File: config.mk
export PLATFORM = sky130hd
export DESIGN_NAME = mask_store
export DESIGN_NICKNAME = d
export VERILOG_FILES = /design/src/rtl/mask_store.sv
export SDC_FILE = /design/constraint.sdc
export NUM_CORES = 1
export LEC_CHECK = 0
export CAP_MARGIN = 20
export CELL_PAD_IN_SITES_DETAIL_PLACEMENT = 1
export CELL_PAD_IN_SITES_GLOBAL_PLACEMENT = 1
export CORE_AREA = 2 2 69 71
export DETAILED_ROUTE_END_ITERATION = 12
export DIE_AREA = 0 0 71 73
export DONT_BUFFER_PORTS = 1
export PLACE_DENSITY = 0.87
export SETUP_SLACK_MARGIN = 0.4
export SLEW_MARGIN = 15
export SYNTH_ARGS = -nofsm -noshare
export SYNTH_HDL_FRONTEND = slang
export SYNTH_SLANG_ARGS = --single-unit
File: constraint.sdc
create_clock -name Clk -period 2.79 [get_ports Clk]
set_clock_uncertainty 0.2 [all_clocks]
set_input_delay 0.279 -clock Clk [delete_from_list [all_inputs] [get_ports Clk]]
set_output_delay 0.279 -clock Clk [all_outputs]
set_load 0.01 [all_outputs]
File: src/rtl/mask_store.sv
// mask_store
// Store-data merge unit for the memory stage. It builds the 32-bit word that is
// written back to data memory for sw/sh/sb. The low byte or halfword of the store
// source register is laid over the current memory word at the addressed lane.
// The result is registered and feeds the data-memory write-data port one cycle
// later. A new operation is accepted every cycle, with no handshake.
//
// Ports
//   Clk          in   1   system clock, rising-edge active
//   Reset        in   1   synchronous active-high reset
//   MemAdr       in   2   byte offset within the word (address bits [1:0])
//   MemData      in   32  current contents of the addressed memory word
//   RegData      in   32  store source register value
//   Bytes2Store  in   2   store size: 3=sw, 2=sh, 1=sb, 0=no store
//   out          out  32  merged word to write to memory (registered)
//   ByteEn       out  4   lanes taken from RegData, bit i = byte [8i+7:8i] (registered)
//   Misaligned   out  1   sh with odd offset or sw with nonzero offset (registered)

module mask_store (
  input  logic        Clk,
  input  logic        Reset,
  input  logic [1:0]  MemAdr,
  input  logic [31:0] MemData,
  input  logic [31:0] RegData,
  input  logic [1:0]  Bytes2Store,
  output logic [31:0] out,
  output logic [3:0]  ByteEn,
  output logic        Misaligned
);

  typedef enum logic [1:0] {
    SIZE_NONE = 2'd0,
    SIZE_BYTE = 2'd1,
    SIZE_HALF = 2'd2,
    SIZE_WORD = 2'd3
  } store_size_t;

  store_size_t size;
  logic [7:0]  store_byte;
  logic [15:0] store_half;
  logic [31:0] merged;
  logic [3:0]  lane_en;
  logic        misaligned_next;

  assign size       = store_size_t'(Bytes2Store);
  // Only the low part of RegData can ever reach the output for sub-word stores.
  assign store_byte = RegData[7:0];
  assign store_half = RegData[15:0];

  // Select the replacement lanes for each store size. Every branch assigns
  // every bit, so unselected lanes always carry MemData and never X.
  always_comb begin
    merged          = MemData;
    lane_en         = 4'h0;
    misaligned_next = 1'b0;
    case (size)
      SIZE_WORD: begin
        // The data is the whole register even when the offset is bad. The
        // flag lets the memory stage decide how to handle it.
        merged          = RegData;
        lane_en         = 4'hF;
        misaligned_next = (MemAdr != 2'b00);
      end
      SIZE_HALF: begin
        // MemAdr[0] does not select data. It only raises the misalignment flag.
        if (MemAdr[1]) begin
          merged  = {store_half, MemData[15:0]};
          lane_en = 4'hC;
        end else begin
          merged  = {MemData[31:16], store_half};
          lane_en = 4'h3;
        end
        misaligned_next = MemAdr[0];
      end
      SIZE_BYTE: begin
        case (MemAdr)
          2'd0: begin
            merged  = {MemData[31:8], store_byte};
            lane_en = 4'h1;
          end
          2'd1: begin
            merged  = {MemData[31:16], store_byte, MemData[7:0]};
            lane_en = 4'h2;
          end
          2'd2: begin
            merged  = {MemData[31:24], store_byte, MemData[15:0]};
            lane_en = 4'h4;
          end
          default: begin
            merged  = {store_byte, MemData[23:0]};
            lane_en = 4'h8;
          end
        endcase
      end
      default: begin
        merged          = MemData;
        lane_en         = 4'h0;
        misaligned_next = 1'b0;
      end
    endcase
  end

  // Output register. Reset wins over any operation presented on the same edge.
  always_ff @(posedge Clk) begin
    if (Reset) begin
      out        <= 32'h0;
      ByteEn     <= 4'h0;
      Misaligned <= 1'b0;
    end else begin
      out        <= merged;
      ByteEn     <= lane_en;
      Misaligned <= misaligned_next;
    end
  end

endmodule

# Word level (Yosys, flattened, before mapping)
# Index checks and enable logic that the tools add are counted.
# classes
n_addsub	0
multipliers	0
div_mod_pow	0
n_lt_le_gt_ge	0
eq_ne	5
shift	0
n_mux	7
n_bitwise	0
n_reduce_logical	2
# ops
operator	n
32-bit one-hot mux with 3 select lines	2
32-bit 2-to-1 mux	1
4-bit one-hot mux with 3 select lines	2
2-bit == test, second input constant	3
2-bit by 1-bit == test with 1-bit output, second input constant	2
4-bit 2-to-1 mux	1
2-bit logical NOT	1
1-bit one-hot mux with 2 select lines	1
2-bit nonzero test	1
# word_totals
register_bits	37
latch_bits	0
ram_bits	0
rom_bits	0
in_bits	70
out_inout_bits	37
elab_cells	17
memories	0

# Logic depth before layout (Yosys ltp)
# logic_depth
depth_word	3
ltp_mapped	7
ltp_nobuf	4

# Least setup slack after synthesis
# No wires, ideal clock.
# synth_timing
path_type	input to register
start	input Bytes2Store[0]
end	register out[10]
setup_ps	128
arrival_ps	1208
required_time_ps	2462
setup_slack_ps	1255
path_stages	6
n_path_buf	2
cell_sequence	buf_2 -> nor2b_1 -> buf_2 -> a22o_1 -> a2bb2oi_1 -> nor2_1
# synth_via
elab_chain_len	2
word_cells_on_any_way	4
# synth_rtl
item	line_no	source
start: declaration	25	input logic [1:0] Bytes2Store,
2-bit by 1-bit == test with 1-bit output or 2-bit == test (tied branches)	56	case (size)
32-bit one-hot mux with 3 select lines *	56	
end signal: assignment	110	out <= merged;
end: declaration	26	output logic [31:0] out,
# Every way passes the cells marked *; elsewhere a longest branch is shown, timed or not.
# A chain may end at the register's enable or synchronous reset.

# Worst setup path in the final report
# layout_timing
start	input Bytes2Store[1]
end	register out[4]
# Same word-level chain as after synthesis.

==> results.yml <==
synthesis:
  yosys.cell_types.count: 34
  synth_top_area_share_pct: 36.6
  synthTopCellsByCount: "dfxtp_1 (37), a21oi_1 (19), nor2_1 (18)"
  synth_seq_cells: 37
  ys_async_sr_fraction_pct: 0
  avgSynthCellArea_um2: 8.83
  yosys.area.top_type: "dfxtp_1"
  syn_area_mm2: 0.00202
  synth_nets: 299
  synth_most_common_cell: "dfxtp_1"
  syn_inst: 229
  synth_edf_count: 0
  synthTopCellsByArea: "dfxtp_1 (37%), a31oi_1 (4.9%), a21oi_1 (4.7%), mux2_2 (4.5%), mux2i_1 (4.0%)"
  yosysWarnings: 0
  synth_ff_type: "dfxtp_1"
  ys_seq_area_share_pct: 36.6
finish:
  drive_above_1_share_pct: 10.9
  fin_area_mm2: 0.00240
  num_antenna_cells: 0
  syn_to_final_growth_pct: 18.5
  final_nets: 316
die:
  initial_utilization_pct: 44.6
  die_h_um: 73
  core-area_mm2: 0.00454
  die_width_um: 71
  row_count: 25
  die_area_mm2: 0.00518
  io_pins: 107
global_routing:
  antenna_found_initial: 0
  grt-ovfl-total: 0
  grt_busiest_layer: "met2"
  grt.met3_usage_pct: 8.29
  grtUsageMet1_pct: 30.4
  grt_pass1_wl_um: 9830
  grt_use_total_pct: 24.7
  grtUsageMet2_pct: 41.3
  grt_pass1_vias: 1895
  grt_max_degree: 51
cts:
  h-tree-depth: 2
  cts_sinks: 37
  cts_root_buffer: "clkbuf_8"
  cts_tree: "done"
  cts_buffer_depth: 2
  clkTransAtPathRegs_ns: 0.08
  cts_buffers: 5
routing:
  wl_um: 6330
  drtAntennaViolNets: 0
  routedWlPerCell_um: 21.0
  dr.pass1.iters: 4
  drt_iter0_drc: 113
  drc: 0
  vias_per_cell: 6.03
  vias: 1814
power:
  power.switching_uw: 324
  p_int_uw: 912
  swShare_pct: 26.2
  p_clk_share_pct: 33.6
  power_mw: 1.24
  ir_drop_mv: 0.204
  seq_power_share_pct: 49.2
  p_leak_nw: 0.910
  combPwrFrac_pct: 17.2
  power_density_mw_per_mm2: 515
timing:
  hold_viol: 0
  clock.fmax_mhz: 548
  worstMarginPinSlew_ns: 0.671
  slew_headroom_pct: 55.3
  tns_ns: 0
  rsz0062_at_grt: "no"
  finalSetupViolations: 0
  drv_slew: 0
  fin_crit_sh_pct: 65.4
  period_minus_slack_ns: 1.83
  holdWs_ns: 0.0107
job:
  maxCapViolCount: 0
setup_path:
  crit_path_start_kind: "input pin"
  cp-end-kind: "flip-flop"
  path_buf_inv: 1
  critical_path.startpoint: "Bytes2Store[1]"
  path_class: "input pin to flip-flop"
  critical_path.max_stage_delay_ns: 0.55
  cp.required_ns: 2.82
  cp_slowest_cell: "dlygate4sd3_1"
  cp_top_family: "compound AO/OA/AOI/OAI gates"
  crit_path_max_fanout: 50
  path_cells: "o21bai_1, a21oi_2, nand3b_1, o21ai_1, dlygate4sd3_1"
  arrival_ns: 1.86
  path_depth: 5
  cp-endpoint: "out[4]"
place:
  placed_cell_area_mm2: 0.00199
  portBuffers: 0
  gp_congestion: 0.764
  hpwl_um: 4100
hold_path:
  hp-class: "input pin to flip-flop"
run_status:
  status: "complete, no violations"
[state kept, by name, indices dropped and copies added (netlist names)]
signal,cells
out,32
ByteEn,4
Misaligned,1
[layout by cell type, fill, tap and decap left out, drive strengths merged, types with 2 or more instances in the layout]
master       instances
dfxtp               37
dlygate4sd3         29
a21oi               20
nor2                20
nand2               17
a31oi               16
nor2b               10
a22o                 9
o21ai                9
mux2i                8
a2bb2oi              8
nand3b               8
a32oi                8
mux2                 8
a22oi                8
or4bb                7
clkbuf               7
buf                  4
inv                  2
and2                 2
and2b                2
nor3                 2
[through the flow]
stage,cells,util [%],worst slack [ns]
final,301,52.9,0.965
after global routing,301,52.9,0.881
after CTS,301,52.9,1.04
after detailed placement,263,43.8,1.20
after global placement,263,43.8,1.24
after floorplan,229,-,1.25
[area by class of cell]
cell class,instances,area [um2]
repair buffers,33,333
fillers,510,2140
flip-flops and latches,37,741
well taps,54,67.6
multi-input cells,167,1150
clock inverters,1,5.00
inverters,2,7.51
clock buffers,7,96.3
[cells by family (layout without fill, tap and decap cells)]
logic type | count (synthesis) | after routing | share of synthesized area [%]
compound gates | 80 | 80 | 27.8
buf+inv | 25 | 43 | 6.68
flops | 37 | 37 | 36.6
mux | 16 | 16 | 8.41
simple gates | 71 | 71 | 20.5
[how the worst min path moves through the flow]
stage / startpoint / to / slack [ns] / cells past startpoint
3_5_place_dp: Reset / out[27] / 0.16 / 1
4_1_cts: RegData[27] / out[27] / 0.005 / 2
2_1_floorplan: RegData[1] / out[1] / 0.21 / 2
6_report: RegData[28] / out[28] / 0.01 / 2
3_3_place_gp: Reset / out[24] / 0.15 / 1
5_1_grt: RegData[26] / out[26] / 0.02 / 2
[routing by layer]
metal / wire length (um) / vias to the layer above
met2: 3200 / 67
met1: 2630 / 861
met4: 75 / 0
met3: 431 / 6
met5: 0 / -
li1: - / 880
[power by group through the flow]
stage	Combinational (mW)	Clock, mW	Sequential, mW
after floorplan	0.166	0	0.615
after global placement	0.153	0	0.620
after detailed placement	0.159	0	0.621
after CTS	0.209	0.425	0.608
after global routing	0.236	0.441	0.611
final	0.212	0.415	0.608
[timing repair]
action                                 in CTS  in global routing
buffers inserted                            0                  0
gates resized for setup                     0                  0
endpoints found under the hold margin      37                  0
hold buffers                               30                  0
No activity file was read; power rests on OpenSTA's default activity.
